File: src/rtl/packet_fifo_reader.sv
// ============================================================================
// packet_fifo_reader : drains packets from an fwft packet FIFO to a ready/valid
// stream, with per-packet drop, over-length truncation and statistics.
// Revision: 1.0
// ============================================================================
`default_nettype none

module packet_fifo_reader #(
  parameter int DATA_WIDTH  = 32,
  parameter int MAX_PKT_LEN = 256,
  parameter int CNT_WIDTH   = 16
) (
  input  logic                  clk,
  input  logic                  rst,
  input  logic                  fifo_empty,
  input  logic [DATA_WIDTH-1:0] fifo_rdata,
  output logic                  fifo_ren,
  output logic                  m_valid,
  output logic [DATA_WIDTH-2:0] m_data,
  output logic                  m_last,
  input  logic                  m_ready,
  input  logic                  drop_req,
  output logic [CNT_WIDTH-1:0]  pkt_cnt,
  output logic [CNT_WIDTH-1:0]  drop_cnt,
  output logic                  err,
  output logic                  busy
);

  localparam int WC_W = $clog2(MAX_PKT_LEN + 1);

  typedef enum logic [1:0] {
    IDLE = 2'd0,
    READ = 2'd1,
    DROP = 2'd2
  } state_t;

  state_t          state;
  state_t          state_nxt;
  logic            drop_pend;
  logic            drop_by_req;
  logic            by_req_nxt;
  logic [WC_W-1:0] word_cnt;

  logic            pop_eop;
  logic            at_max;
  logic            load_out;
  logic            force_last;
  logic            pkt_inc;
  logic            drop_inc;
  logic            err_set;
  logic            pend_clr;
  logic            cnt_clr;

  assign pop_eop = fifo_rdata[DATA_WIDTH-1];
  assign at_max  = (word_cnt == WC_W'(MAX_PKT_LEN - 1));
  assign busy    = (state != IDLE);

  always_ff @(posedge clk) begin
    if (rst) begin
      state <= IDLE;
    end else begin
      state <= state_nxt;
    end
  end

  always_comb begin
    state_nxt  = state;
    by_req_nxt = drop_by_req;
    fifo_ren   = 1'b0;
    load_out   = 1'b0;
    force_last = 1'b0;
    pkt_inc    = 1'b0;
    drop_inc   = 1'b0;
    err_set    = 1'b0;
    pend_clr   = 1'b0;
    cnt_clr    = 1'b0;
    case (state)
      IDLE: begin
        cnt_clr = 1'b1;
        // A request arriving this very cycle already applies to this packet.
        if (!fifo_empty) begin
          if (drop_pend || drop_req) begin
            state_nxt  = DROP;
            pend_clr   = 1'b1;
            by_req_nxt = 1'b1;
          end else begin
            state_nxt = READ;
          end
        end
      end
      READ: begin
        fifo_ren = !m_valid || m_ready;
        if (fifo_ren) begin
          load_out = 1'b1;
          if (pop_eop) begin
            state_nxt = IDLE;
            pkt_inc   = 1'b1;
          end else if (at_max) begin
            force_last = 1'b1;
            err_set    = 1'b1;
            pkt_inc    = 1'b1;
            by_req_nxt = 1'b0;
            state_nxt  = DROP;
          end
        end
      end
      DROP: begin
        fifo_ren = 1'b1;
        if (pop_eop) begin
          state_nxt = IDLE;
          drop_inc  = drop_by_req;
        end
      end
      default: begin
        state_nxt = IDLE;
      end
    endcase
  end

  always_ff @(posedge clk) begin
    if (rst) begin
      drop_pend   <= 1'b0;
      drop_by_req <= 1'b0;
      word_cnt    <= '0;
      err         <= 1'b0;
      pkt_cnt     <= '0;
      drop_cnt    <= '0;
    end else begin
      drop_by_req <= by_req_nxt;
      if (pend_clr) begin
        drop_pend <= 1'b0;
      end else if (drop_req) begin
        drop_pend <= 1'b1;
      end
      if (cnt_clr) begin
        word_cnt <= '0;
      end else if (load_out && (word_cnt != WC_W'(MAX_PKT_LEN))) begin
        word_cnt <= word_cnt + 1'b1;
      end
      if (err_set) begin
        err <= 1'b1;
      end
      if (pkt_inc && (pkt_cnt != '1)) begin
        pkt_cnt <= pkt_cnt + 1'b1;
      end
      if (drop_inc && (drop_cnt != '1)) begin
        drop_cnt <= drop_cnt + 1'b1;
      end
    end
  end

  // Output register: a pop reloads it, an accepted beat without a pop empties it.
  always_ff @(posedge clk) begin
    if (rst) begin
      m_valid <= 1'b0;
      m_data  <= '0;
      m_last  <= 1'b0;
    end else if (load_out) begin
      m_valid <= 1'b1;
      m_data  <= fifo_rdata[DATA_WIDTH-2:0];
      m_last  <= pop_eop || force_last;
    end else if (m_valid && m_ready) begin
      m_valid <= 1'b0;
      m_last  <= 1'b0;
    end
  end

endmodule

`default_nettype wire

File: config.mk
export PLATFORM = sky130hd
export DESIGN_NAME = packet_fifo_reader
export DESIGN_NICKNAME = d
export VERILOG_FILES = /design/src/rtl/packet_fifo_reader.sv
export SDC_FILE = /design/constraint.sdc
export NUM_CORES = 1
export LEC_CHECK = 0
export CORE_ASPECT_RATIO = 1.4
export CORE_MARGIN = 2
export CORE_UTILIZATION = 47
export CTS_CLUSTER_SIZE = 28
export DETAILED_ROUTE_END_ITERATION = 6
export PLACE_DENSITY_LB_ADDON = 0.15
export SETUP_SLACK_MARGIN = 0.15
export SLEW_MARGIN = 5
export SYNTH_ARGS = -nofsm -noshare
export SYNTH_HDL_FRONTEND = slang
export SYNTH_SLANG_ARGS = --single-unit
File: constraint.sdc
create_clock -name clk -period 3.4 [get_ports clk]
set_clock_uncertainty 0.2 [all_clocks]
set_input_delay 0.68 -clock clk [delete_from_list [all_inputs] [get_ports clk]]
set_output_delay 0.68 -clock clk [all_outputs]
set_load 0.01 [all_outputs]
* Word level (Yosys, flattened, before mapping)
Cells that the tools add are included.
W data, S select, Z words.
** Word-level totals
- Memory bits (writable) :: 0
- Bits in latches :: 0
- Register bits after elaboration :: 79
- Bits of input ports :: 37
- Memories :: 0
- Logic and storage cells :: 74
- ROM bits :: 0
- Output and inout port bits :: 68
** Cells by class
- Divide/modulo/power cells :: 0
- Multiply operators :: 0
- Multiplexer cells :: 32
- Shift-type cells :: 0
- Equal/unequal tests :: 13
- $lt $le $gt $ge :: 0
- Add/sub/neg operators :: 3
- Bitwise logic cells :: 0
- Reductions and logical operators :: 16
** Operators with widths (count)
- $add A16 B1 Y16 const B :: 2
- $ne A16 B16 Y1 const B :: 2
- $mux W1 :: 23
- $mux W2 :: 6
- $ne A2 B2 Y1 const B :: 6
- $add A9 B1 Y9 const B :: 1
- $eq A9 B8 Y1 const B :: 1
- $ne A9 B9 Y1 const B :: 1
- $pmux W2 S3 :: 1
- $reduce_and A6 Y1 :: 1
- $reduce_bool A2 Y1 :: 3
- $logic_and A1 B1 Y1 :: 4
- $pmux W1 S2 :: 2
- $reduce_and A4 Y1 :: 1
- $reduce_or A2 Y1 :: 2
- $logic_or A1 B1 Y1 :: 3
- $ne A3 B3 Y1 const B :: 1
- $eq A2 B1 Y1 const B :: 1
- $eq A2 B2 Y1 const B :: 1
- $logic_not A2 Y1 :: 1
- $logic_not A1 Y1 :: 1

* Logic depth before layout (Yosys ltp)
Gate-level depths: netlist (run 1).
- Depth in word-level cells :: 7
- Gate-level depth with buffers :: 11

* Worst setup path after synthesis (run 1)
No wires, ideal clock.
- Kind :: reg-to-output
- Start :: reg state[1]
- End :: out fifo_ren
- Required time :: 2.520 ns
- Cell stages (with the launch flop) :: 8
- Arrival time :: 1.628 ns
- Slack :: 0.892 ns
- Path through :: dfxtp_1 -> inv_1 -> ha_1 -> clkbuf_1 -> inv_1 -> nor2_1 -> clkbuf_1 -> o21a_1
** On the way
- Cells in the longest elaborated chain, start to end :: 2
- Elaborated cells between the ends (all ways) :: 3
- Those cells by class :: eq/ne: 2; mux: 1
** Ends and longest elaborated chain
- start, declared :: line 37 : state_t state;
- start signal, assigned :: line 62 : state <= state_nxt;
- $eq A2 B2 Y1 / $eq A2 B1 Y1 (equally long branches) :: line 77 : case (state)
- $pmux W1 S2 (*) :: line 77
- end, declared :: line 17 : output logic fifo_ren,
Mark *: on every way between the ends. The rest lies on a longest branch, timed or not.

* Worst setup path after layout (run 1)
Ends and elaborated chain as after synthesis.

==> metrics.md, run 1 <==
| Metric | Value |
|---|---|
| Die width | 76.7 um |
| Post-synth EDFFs | 0 |
| Routed wire length | around 8.3 mm |
| Chip height | ~110 um |
| Clock transition at the registers of the reported paths | approximately 0.08 ns |
| Largest net degree at the start of global routing | 38 |
| Cell variety after synth | 50 |
| M1 GR Usage | a little under a quarter |
| Critical path class | flip-flop to output port |
| Final Max Tran Viols | 0 |
| Layout area overhead | 39.0% |
| Max frequency | roughly 340 MHz |
| Initial DRC count | 160 |
| Reg2Reg Launch Point | word_cnt[0] |
| Clock Path Buffers | 2 |
| CTS tree | yes |
| IO buf count | 104 |
| Row count | 37 |
| Vias in the first global route | between 3k and 4k |
| FF/Latch Area | about 1600 um^2 |
| DIE AREA | between 8000 and 9000 um^2 |
| Share of layout cells above drive strength 1 | 7.03% |
| Number of buffers added for setup after CTS | 0 |
| Routed len/inst | ~13 um |
| Hold_buf cts | 0 |
| Clock root buffer | clkbuf_8 |
| Cells after Synth | 418 |
| Final-report setup violation count | 0 |
| Tmin final | 2.95 ns |
| CP Max Fanout | 8 |
| Ys async rst share | 0% |
| Worst Setup End Kind | output port |
| Via count | 3246 |
| Cell area after synthesis | between 3000 and 4000 um^2 |
| Total track usage | 21.5% |
| Final Hold Viols | 0 |
| Primary FF master, synth | dfxtp_1 |
| First-pass GRT wire length | ~14 mm |
| RR Endpoint | pkt_cnt[14] |
| Final Cycle Share | 86.9% |
| Fin Setup TNS | 0 ns |
| Most Crowded Layer GR | met2 |
| Area of the core | about 7300 um^2 |
| Ys Warns | 0 |
| Diodes inserted | 0 |
| DRT Pass-1 Iters | 4 |
| Final #Nets | about 570 |
| Max-cap viol count | 0 |
| H-tree depth | 3 |
| Average size of a mapped cell | 8.32 um^2 |
| HP Start | m_data[27] |
| Initial Util | around 48% |
| Vias per cell | between 5 and 6 |
| Post-CTS Resized | 0 |
| R2R setup slack | approximately 0.74 ns |
| Critical Path Start Type | flip-flop |
| Sequential cell area fraction in the yosys report | 45.5% |
| Met2 usage | 38.1% |
| RePlAce Congestion | 0.889 |
| Hold path cells | 2 |
| Outcome | finished clean |
| Reg2Reg Depth | 10 |
| Hold WC Path Type | flip-flop to flip-flop |
| Yosys reg bits | a little under 80 |
| Hold path endpoint | m_data[27] |
| Global route total overflow | 0 |
| Fillers | between 600 and 700 |
| RSZ-0062 raised after global routing | false |
| Worst VDD drop | approximately 350 uV |
| PD cells | about 430 nW/um^2 |
| Clock Latency Late Sink | between 0.3 and 0.4 ns |
| DR DRC count | 0 |
| Worst-Margin Slew | approximately 0.71 ns |
| GRT met3 Usage | under 10% |
| Initial antenna violation count | 0 |
| P_leak | about 0.0016 uW |
| CTS sink count | 79 |
| Total Power | about 2100 uW |
| Mapped Nets | roughly 460 |
| Placed wire-length estimate | slightly above 6 mm |
| Multi-input gate area | around 1800 um^2 |
| Slew margin rel. | between 50 and 60% |
| Worst EP required | between 2 and 3 ns |
| # IOs | 105 |
| DRT antenna net count | 0 |
| Num CTS Buffers | 9 |
| Crit path arrival time | slightly above 2 ns |
| Util after Layout | between 60% and 70% |
power by group:
part	internal, uW	switching, uW	total [uW]
logic	153	161	315
clock network	452	341	793
registers	963	23.5	986
state kept, by name, summed over array words and instances, names as in the netlist:
register / flops
pkt_cnt: 16
m_data: 31
drop_pend: 1
m_last: 1
drop_by_req: 1
drop_cnt: 16
state: 2
word_cnt: 9
err: 1
m_valid: 1
stage by stage:
stage,hold WS (ns),std cells,instance area [um^2],setup WS (ns)
2_1_floorplan,0.267,418,3480,0.892
3_3_place_gp,0.241,607,4600,0.483
3_5_place_dp,0.248,607,4600,0.485
4_1_cts,0.259,623,4840,0.423
5_1_grt,0.280,623,4840,0.296
6_report,0.256,623,4840,0.446
layer usage:
metal	vias up	share of wire [%]
li1	1627	-
met5	-	0
met1	1505	40
met4	0	2.3
met2	97	51
met3	17	6.1
cells by family (layout without fill, tap and decap cells):
family / Yosys count / in the layout / share of synthesized area [%]
simple gates: 208 / 208 / 29.7
flops: 79 / 79 / 45.5
compound gates: 59 / 59 / 9.53
buf+inv: 31 / 139 / 3.92
xor+xnor: 29 / 29 / 7.30
fa+ha+maj: 8 / 8 / 2.88
mux: 4 / 4 / 1.19
layout make-up:
| cell class | count | area share (%) |
|---|---|---|
| clock inverter | 5 | 1.66 |
| sequential | 79 | 32.7 |
| multi-input combinational | 308 | 36.5 |
| timing repair buffer | 109 | 22.5 |
| clock buffer | 11 | 3.13 |
| tap | 97 | 2.51 |
| inverter | 14 | 1.09 |
cells in the final DEF, fill, tap and decap left out, types with 9 or more instances in the layout:
cell type          n
nor2_1            47
nand3_1           12
nor4_1             9
dfxtp_1           79
a21oi_1           41
nand2_1           80
nor3_1            11
inv_1             14
clkdlybuf4s50_1  103
xnor2_1           21
nand4_1            9
clkbuf_8          11
worst max-delay path, stage by stage (launching register included):
cell             delay, ns
dfxtp_1               0.33
inv_1                 0.08
ha_1                  0.31
inv_1                 0.19
nor2_2                0.16
o21a_1                0.12
clkdlybuf4s50_1       0.55
worst max-delay path by stage:
stage,startpoint,to,depth (start not counted)
2_1_floorplan,state[1],fifo_ren,7
3_3_place_gp,m_ready,fifo_ren,5
3_5_place_dp,m_ready,fifo_ren,5
4_1_cts,state[1],fifo_ren,6
5_1_grt,state[1],fifo_ren,6
6_report,state[1],fifo_ren,6
cell usage after synthesis, types with 2 or more instances:
| cell | number | share of area (%) |
|---|---|---|
| nand2_1 | 80 | 8.6 |
| dfxtp_1 | 79 | 45 |
| nor2_1 | 48 | 5.2 |
| a21oi_1 | 41 | 5.9 |
| xnor2_1 | 21 | 5.3 |
| inv_1 | 14 | 1.5 |
| clkbuf_1 | 13 | 1.4 |
| nand3_1 | 12 | 1.7 |
| nor3_1 | 11 | 1.6 |
| nand4_1 | 9 | 1.6 |
| nor4_1 | 9 | 1.6 |
| ha_1 | 8 | 2.9 |
| xor2_1 | 8 | 2.0 |
| or3_1 | 5 | 0.90 |
| and3_1 | 4 | 0.72 |
| o21ai_0 | 4 | 0.58 |
| mux2i_1 | 3 | 0.86 |
| nor2b_1 | 3 | 0.54 |
| nor4_2 | 3 | 1.1 |
| o21ai_1 | 3 | 0.43 |
| or2_2 | 3 | 0.54 |
| nand2b_1 | 2 | 0.36 |
| nand3_2 | 2 | 0.58 |
| nor3b_1 | 2 | 0.43 |
| nor4b_1 | 2 | 0.50 |
| nor4bb_1 | 2 | 0.58 |
| o21a_1 | 2 | 0.43 |
| or2_1 | 2 | 0.36 |
| or4_1 | 2 | 0.43 |
No activity file was read; power rests on OpenSTA's default activity.
==> inputs of run 2 (changes only) <==
- CTS_CLUSTER_SIZE: 28 -> unset
- TNS_END_PERCENT: unset -> 1
==> results of run 2 <==
Final layout, timing and power as in run 1 (identical DEF).
